### src/rtl/wb_trace_capture_if.sv
// Writeback trace input and byte-stream output bundle.
// master drives trace + out_ready; slave drives out_data/out_valid.
interface wb_trace_capture_if;
  logic        wb_en;
  logic [23:0] PC;
  logic [23:0] WBRegData;
  logic [3:0]  WBReg;
  logic        branchControl;
  logic [7:0]  out_data;
  logic        out_valid;
  logic        out_ready;

  modport master (
    output wb_en, PC, WBRegData, WBReg, branchControl, out_ready,
    input  out_data, out_valid
  );

  modport slave (
    input  wb_en, PC, WBRegData, WBReg, branchControl, out_ready,
    output out_data, out_valid
  );
endinterface

### src/rtl/wb_trace_capture.sv
// Writeback trace capture: record FIFO + byte serializer.
// Ports: clk, reset (sync high), tr (slave: trace in, byte stream out),
// fifo_level, dropped (saturating), busy. Option: TRACE_TIMESTAMP_EN.
module wb_trace_capture #(
  parameter int DEPTH = 8,
  parameter int CNT_W = 8
) (
  input  logic                     clk,
  input  logic                     reset,
  wb_trace_capture_if.slave        tr,
  output logic [$clog2(DEPTH):0]   fifo_level,
  output logic [CNT_W-1:0]         dropped,
  output logic                     busy
);

  localparam int AW = $clog2(DEPTH);
`ifdef TRACE_TIMESTAMP_EN
  localparam int   NB  = 9;
  localparam logic TSF = 1'b1;
`else
  localparam int   NB  = 7;
  localparam logic TSF = 1'b0;
`endif
  localparam int FW = NB * 8;
  localparam int IW = $clog2(NB);
  localparam logic [IW-1:0] LAST  = IW'(NB - 1);
  localparam logic [AW:0]   FULLV = (AW + 1)'(DEPTH);

  typedef enum logic {IDLE, SEND} state_t;

  // record: {branch, reg[3:0], pc[23:0], data[23:0]}
  logic [52:0]   mem [DEPTH];
  logic [AW:0]   wr_ptr;
  logic [AW:0]   rd_ptr;
  logic [AW:0]   level;
  logic          empty;
  logic          full;
  logic          fire;
  logic          last;
  logic          pop;
  logic          push;
  logic [52:0]   head;
  logic [FW-1:0] frame;
  logic [FW-1:0] sreg;
  logic [IW-1:0] idx;
  state_t        state;

`ifdef TRACE_TIMESTAMP_EN
  logic [15:0] ts_cnt;
  logic [15:0] ts_mem [DEPTH];
`endif

  assign level = wr_ptr - rd_ptr;
  assign empty = (level == '0);
  assign full  = (level == FULLV);
  assign fire  = tr.out_valid & tr.out_ready;
  assign last  = (idx == LAST);
  // Refill the shifter when idle, or straight after the final byte.
  assign pop   = !empty & ((state == IDLE) | (fire & last));
  // A full FIFO still takes a record if a slot frees this cycle.
  assign push  = tr.wb_en & (!full | pop);
  assign head  = mem[rd_ptr[AW-1:0]];

`ifdef TRACE_TIMESTAMP_EN
  assign frame = {1'b1, head[52], TSF, 1'b0, head[51:0],
                  ts_mem[rd_ptr[AW-1:0]]};
`else
  assign frame = {1'b1, head[52], TSF, 1'b0, head[51:0]};
`endif

  assign fifo_level = level;
  assign busy       = (state == SEND) | !empty;

  always_ff @(posedge clk) begin
    if (push) begin
      mem[wr_ptr[AW-1:0]] <= {tr.branchControl, tr.WBReg,
                              tr.PC, tr.WBRegData};
`ifdef TRACE_TIMESTAMP_EN
      ts_mem[wr_ptr[AW-1:0]] <= ts_cnt;
`endif
    end
  end

  always_ff @(posedge clk) begin
    if (reset) begin
      wr_ptr       <= '0;
      rd_ptr       <= '0;
      dropped      <= '0;
      state        <= IDLE;
      idx          <= '0;
      sreg         <= '0;
      tr.out_data  <= '0;
      tr.out_valid <= 1'b0;
`ifdef TRACE_TIMESTAMP_EN
      ts_cnt       <= '0;
`endif
    end else begin
`ifdef TRACE_TIMESTAMP_EN
      ts_cnt <= ts_cnt + 16'd1;
`endif
      if (push) wr_ptr <= wr_ptr + 1'b1;
      if (pop)  rd_ptr <= rd_ptr + 1'b1;
      if (tr.wb_en && !push && dropped != '1)
        dropped <= dropped + 1'b1;

      unique case (state)
        IDLE: begin
          if (pop) begin
            tr.out_data  <= frame[FW-1 -: 8];
            sreg         <= frame << 8;
            idx          <= '0;
            tr.out_valid <= 1'b1;
            state        <= SEND;
          end
        end
        SEND: begin
          if (fire) begin
            if (!last) begin
              tr.out_data <= sreg[FW-1 -: 8];
              sreg        <= sreg << 8;
              idx         <= idx + 1'b1;
            end else if (pop) begin
              tr.out_data <= frame[FW-1 -: 8];
              sreg        <= frame << 8;
              idx         <= '0;
            end else begin
              tr.out_valid <= 1'b0;
              state        <= IDLE;
            end
          end
        end
        default: state <= IDLE;
      endcase
    end
  end

endmodule
### src/flat_wrapper.sv
// flat-port wrapper written by rule: the top's interface ports become plain ports
module wb_trace_capture_flat 
#(
  parameter int DEPTH = 8,
  parameter int CNT_W = 8
)
  (clk, reset, fifo_level, dropped, busy, tr_wb_en, tr_PC, tr_WBRegData, tr_WBReg, tr_branchControl, tr_out_ready, tr_out_data, tr_out_valid);
  wb_trace_capture_if tr_i ();
  input  logic clk;
  input  logic reset;
  output logic [$clog2(DEPTH):0] fifo_level;
  output logic [CNT_W-1:0] dropped;
  output logic busy;
  input wire logic [$bits(tr_i.wb_en)-1:0] tr_wb_en;
  input wire logic [$bits(tr_i.PC)-1:0] tr_PC;
  input wire logic [$bits(tr_i.WBRegData)-1:0] tr_WBRegData;
  input wire logic [$bits(tr_i.WBReg)-1:0] tr_WBReg;
  input wire logic [$bits(tr_i.branchControl)-1:0] tr_branchControl;
  input wire logic [$bits(tr_i.out_ready)-1:0] tr_out_ready;
  output wire logic [$bits(tr_i.out_data)-1:0] tr_out_data;
  output wire logic [$bits(tr_i.out_valid)-1:0] tr_out_valid;
  assign tr_i.wb_en = tr_wb_en;
  assign tr_i.PC = tr_PC;
  assign tr_i.WBRegData = tr_WBRegData;
  assign tr_i.WBReg = tr_WBReg;
  assign tr_i.branchControl = tr_branchControl;
  assign tr_i.out_ready = tr_out_ready;
  assign tr_out_data = tr_i.out_data;
  assign tr_out_valid = tr_i.out_valid;
  wb_trace_capture #(.DEPTH(DEPTH), .CNT_W(CNT_W)) u_core (.clk(clk), .reset(reset), .tr(tr_i), .fifo_level(fifo_level), .dropped(dropped), .busy(busy));
endmodule
### config.mk
export PLATFORM = sky130hd
export DESIGN_NAME = wb_trace_capture_flat
export DESIGN_NICKNAME = d
export VERILOG_FILES = /design/src/rtl/wb_trace_capture_if.sv /design/src/rtl/wb_trace_capture.sv /design/src/flat_wrapper.sv
export SDC_FILE = /design/constraint.sdc
export NUM_CORES = 1
export LEC_CHECK = 0
export BUFFER_PORTS_ARGS = -buffer_cell sky130_fd_sc_hd__buf_2
export CORE_MARGIN = 10
export CORE_UTILIZATION = 50
export DETAILED_ROUTE_END_ITERATION = 12
export GPL_TIMING_DRIVEN = 0
export HOLD_SLACK_MARGIN = 0.05
export PLACE_DENSITY = 0.68
export SETUP_SLACK_MARGIN = 0.2
export SLEW_MARGIN = 10
export SYNTH_ARGS = -nofsm -noshare
export SYNTH_HDL_FRONTEND = slang
export SYNTH_SLANG_ARGS = --single-unit
### constraint.sdc
create_clock -name clk -period 8.75 [get_ports clk]
set_input_delay 1.75 -clock clk [delete_from_list [all_inputs] [get_ports clk]]
set_output_delay 1.75 -clock clk [all_outputs]
set_load 0.01 [all_outputs]
After elaboration in Yosys (flattened, before gate mapping)
Memory sizes are Yosys's and may differ from the RTL's. A register that Yosys moved wholly into a read port is not among the register bits.
Cells that the tools add are included.
- bits in registers: 85
- RAM bits: 424
- input bits: 57
- output and inout bits: 22
- logic and storage cells: 61
- memories kept: 1
- memories (name ; depth ; bits a word ; read ports ; clocked after Yosys merged registers in ; write ports ; RTL line ; source):
    u_core.mem ; 8 ; 53 ; 1 ; 1 ; 1 ; wb_trace_capture.sv:32 ; logic [52:0] mem [DEPTH];
- add/sub/neg operators: 5
- equality and inequality tests: 7
- multiplexer cells: 25
- bitwise logic cells: 8
- reduce and logical (&&, ||, !) cells: 7
- operators with widths (operator ; number):
    56-bit 2-to-1 mux ; 3
    56-bit case mux with 2 select lines ; 1
    8-bit 2-to-1 mux ; 3
    8-bit case mux with 2 select lines ; 1
    3-bit 2-to-1 mux ; 5
    1-bit 2-to-1 mux ; 9
    4-bit by 1-bit adder with 4-bit output (second input constant) ; 2
    8-bit by 1-bit adder with 8-bit output (second input constant) ; 1
    8-bit inequality test (second input constant) ; 1
    2-bit by 1-bit inequality test with 1-bit output (second input constant) ; 3
    3-bit case mux with 2 select lines ; 1
    1-bit AND ; 4
    4-bit == test (second input constant) ; 1
    4-bit zero test ; 1
    1-bit case mux with 2 select lines ; 2
    4-bit AND reduction ; 1
    4-bit subtractor ; 1
    3-bit by 1-bit adder with 3-bit output (second input constant) ; 1
    3-bit == test (second input constant) ; 1
    1-bit zero test ; 3
    1-bit bitwise OR ; 3
    1-bit logical AND ; 2
    2-bit inequality test (second input constant) ; 1
    1-bit inverter ; 1

Depth between registers and ports, before layout
- depth after elaboration: 9
- mapped depth: 11
- depth with buffers taken out: 9

Least setup slack after synthesis
Ideal clock, no wire load.
- kind: input to register
- from: input port tr_out_ready
- to: memory u_core.mem[4][0] (enable)
- data arrival time: 7.862 ns
- required time: 8.136 ns
- slack: 0.274 ns
- cell stages on the path: 5
- cells stage by stage: nand4_1 nand4b_4 o31ai_1 clkbuf_1 nor4b_1
- longest elaborated chain between the ends: 8
- ends and longest elaborated chain (what ; RTL line ; source):
    start, declared ; flat_wrapper.sv:19 ; input wire logic [$bits(tr_i.out_ready)-1:0] tr_out_ready;
    1-bit AND ; wb_trace_capture.sv:56 ; assign fire = tr.out_valid & tr.out_ready;
    1-bit AND ; wb_trace_capture.sv:59 ; assign pop = !empty & ((state == IDLE) | (fire & last));
    1-bit bitwise OR ; wb_trace_capture.sv:59 ;
    1-bit AND ; wb_trace_capture.sv:59 ;
    1-bit bitwise OR ; wb_trace_capture.sv:61 ; assign push = tr.wb_en & (!full | pop);
    1-bit AND ; wb_trace_capture.sv:61 ;
    1-bit 2-to-1 mux ; wb_trace_capture.sv:75 ; if (push) begin
    1-bit 2-to-1 mux (not written as such) ; wb_trace_capture.sv:76 ; mem[wr_ptr[AW-1:0]] <= {tr.branchControl, tr.WBReg,
    end, declared ; wb_trace_capture.sv:32 ;
No other way between the ends.

Final worst setup path
- from: register u_core.wr_ptr[0]
- to: output port busy
- longest elaborated chain between the ends: 4
- ends and longest elaborated chain (what ; RTL line ; source):
    start, declared ; wb_trace_capture.sv:33 ; logic [AW:0] wr_ptr;
    start signal, assigned ; wb_trace_capture.sv:101 ; if (push) wr_ptr <= wr_ptr + 1'b1;
    4-bit subtractor ; wb_trace_capture.sv:53 ; assign level = wr_ptr - rd_ptr;
    4-bit zero test ; wb_trace_capture.sv:54 ; assign empty = (level == '0);
    1-bit zero test ; wb_trace_capture.sv:72 ; assign busy = (state == SEND) | !empty;
    1-bit bitwise OR ; wb_trace_capture.sv:72 ;
    end, declared ; flat_wrapper.sv:13 ; output logic busy;
No other way between the ends.

==> qor.txt <==
Register-to-Register Path Depth: 17
Setup Fix Bufs, Post-CTS: 0
Worst Setup SP: u_core.wr_ptr[0]
first-pass GRT wire length: 67.4 mm
initial antenna violation count: 5
gpl congestion: 0.852
critical path startpoint category: flop
post-synthesis sequential area ratio: 72.8%
Data required, critical path: 7.00 ns
DR DRC count: 0
prevailing post-synth register cell: edfxtp_1
kind of critical path: flop to primary output
CORE AREA: 0.0395 mm2
VDD IR max: 0.152 mV
Post-Syn Nets: 1,112
Synth Area per Inst: 19.0 um2
Seq cells post-synth: 512
Avg WL per Cell: 24.4 um
FF-to-FF setup slack: 4.56 ns
die area: 0.0482 mm2
Syn-to-layout area delta: 16.8%
clk slew on worst S/H paths: 0.06 ns
CP peak stage delay: 0.52 ns
Slew HR: 34.3%
Final Hold Viols: 0
CTS resizes: 0
Post-synth EDFFs: 424
CTS Hold Bufs: 0
Filler cells: 2,856
fin crit share: 53.5%
crit-path most repeated cell: inv_1
fin nets: 1,306
htree depth: 2
CP Max Fanout: 8
share of cells above drive strength 1: 32.2%
worst-path cell chain: inv_1, ha_1, inv_1, fa_1, nor3_1, and3_1, nand2_1, buf_2
Max Cap Viol: 0
Clock Sinks: 512
worst r2r dst: u_core.mem[1][16]
fin area: 0.0232 mm2
Pleak: 0.00772 uW
Vias/cell: 5.92
Iteration-0 DRC Markers: 1,009
Hold EP: u_core.sreg[0]
antenna viol nets, final: 0
cells after synthesis: 1,046
run status: finished, final reports clean
Port Buffers: 76
Total Neg Setup Slack: 0 ns
Multi-input gate area: 0.00509 mm2
Post-synth ARST share: 0%
Max Clk Rate: 0.214 GHz
unrepaired setup endpoints after global routing: false
remaining global-route overflow: 0
crit path time final: 4.68 ns
Worst EP arrival: 2.93 ns
clock root cell: clkbuf_16
via count: 10,700
endpoints failing setup: 0
CTS tree: yes
Slowest-stage cell, CP: dfxtp_1
distinct cell type count after synthesis: 53
hold path start: u_core.sreg[0]
Core Rows: 73
skew final: 0.0158 ns
Initial Util: 50.3%
vias in the first global route: 10,800
Detailed Routing Iterations Pass 1: 5
die span in y: 219 um
post-route insts no fill: 1,807
CP endpoint kind: primary output
Storage cell area: 0.0145 mm2
Final Slew Violations: 0
clk_lat worst skew: 0.57 ns
Ys Warns: 0
CTS max path bufs: 3
final wirelength: 44.2 mm
largest net degree at the start of global routing: 23
hold depth: 1
Tot GR Track Use: 18.5%
num ports: 79
Die W: 219 um
worst min path class: flop to flop
pwr dens: 303 mW/mm2
DPL Wire Length: 30.1 mm
total power: 7050 uW
Worst-Margin Slew: 0.985 ns
# placed instances: 1,713
Worst R2R Start: u_core.wr_ptr[0]
Area after DPL: 0.0216 mm2
Mapped Area: 0.0199 mm2
Num CTS Buffers: 50
-- registers in the layout, summed over array words and instances, names as in the netlist, named ones only --
signal               flops
u_core.mem             424
u_core.tr.out_valid      1
u_core.rd_ptr            4
u_core.state             1
u_core.sreg             56
u_core.idx               3
u_core.tr.out_data       8
u_core.wr_ptr            4
u_core.dropped           8
-- worst max-delay path, delay by kind of cell, from the launching register on --
family        cells  cell delay, ns
fa+ha+maj         2            0.69
buf+inv           3            0.36
flops             1            0.52
simple gates      3            0.80
-- per-stage QoR --
stage                     utilization, %  hold slack (ns)  setup WS [ns]
final                               58.8            0.459           4.07
after global routing                58.8            0.489           3.88
after global placement              52.9            0.442          -6.10
after detailed placement            54.5            0.445           3.97
after floorplan                        -            0.430          0.274
after CTS                           58.8            0.463           4.08
-- synthesized netlist by cell type, types with 4 or more instances --
cell type / number / area share (%)
xnor2_1: 4 / 0.18
ha_1: 8 / 0.50
a22o_1: 55 / 2.4
o21ai_0: 5 / 0.13
nor3_1: 8 / 0.20
a221oi_1: 53 / 2.3
and2_1: 8 / 0.25
dfxtp_1: 88 / 8.9
buf_1: 6 / 0.11
mux4_2: 106 / 12
mux2_2: 55 / 3.1
buf_2: 11 / 0.28
inv_1: 12 / 0.23
nand4_1: 5 / 0.16
nor2_1: 64 / 1.2
edfxtp_1: 424 / 64
buf_6: 5 / 0.28
nand3_1: 8 / 0.20
a21oi_1: 15 / 0.38
nand2_1: 11 / 0.21
clkbuf_1: 45 / 0.85
-- how the worst max path moves through the flow --
stage                                    to  slack [ns]  cells after the start
final                                  busy        4.07                      8
after global routing                   busy        3.88                      8
after CTS                              busy        4.08                      8
after detailed placement  u_core.mem[1][16]        3.97                     14
after global placement    u_core.mem[2][12]       -6.10                      6
after floorplan            u_core.mem[4][0]        0.27                      5
-- logic make-up (layout without fill, tap and decap cells) --
kind of cell | Yosys count | after routing | share of synthesized area, %
AO/OA/AOI/OAI | 145 | 145 | 5.95
buffers and inverters | 81 | 316 | 1.82
flip-flops | 512 | 512 | 72.8
other | 0 | 1 | 0
AND/OR/NAND/NOR | 129 | 129 | 3.26
XOR/XNOR | 7 | 7 | 0.308
adder cells (fa/ha/maj) | 9 | 9 | 0.604
multiplexers | 163 | 163 | 15.2
-- power breakdown --
part	switching, uW	internal (uW)
sequential	123	2860
combinational	1040	856
clock	878	1290
-- final cells by class --
type / instances / share of cell area [%]
clock inverter: 22 / 0.775
sequential: 512 / 62.3
buffer: 69 / 1.37
tap: 525 / 2.83
inverter: 12 / 0.194
multi-input combinational: 453 / 21.9
antenna: 1 / 0.0108
timing repair buffer: 142 / 4.12
clock buffer: 71 / 6.48
-- per-layer routing --
layer / part of all wire [%] / vias up / track usage [%]
li1: - / 4711 / -
met3: 5.3 / 65 / 3.81
met2: 46 / 298 / 28.2
met4: 2.1 / 8 / 5.33
met1: 46 / 5612 / 26.6
met5: 0.12 / - / 0
-- cells in the final DEF, fill, tap and decap left out, types with 50 or more instances in the layout --
cell type and n:
mux4_2 106, nor2_1 63, clkbuf_16 56, buf_4 50, buf_2 88, a221oi_1 53
clkbuf_1 55, a22o_1 55, mux2_2 55, edfxtp_1 424, dfxtp_1 88
Power figures use the tool's default switching activity.
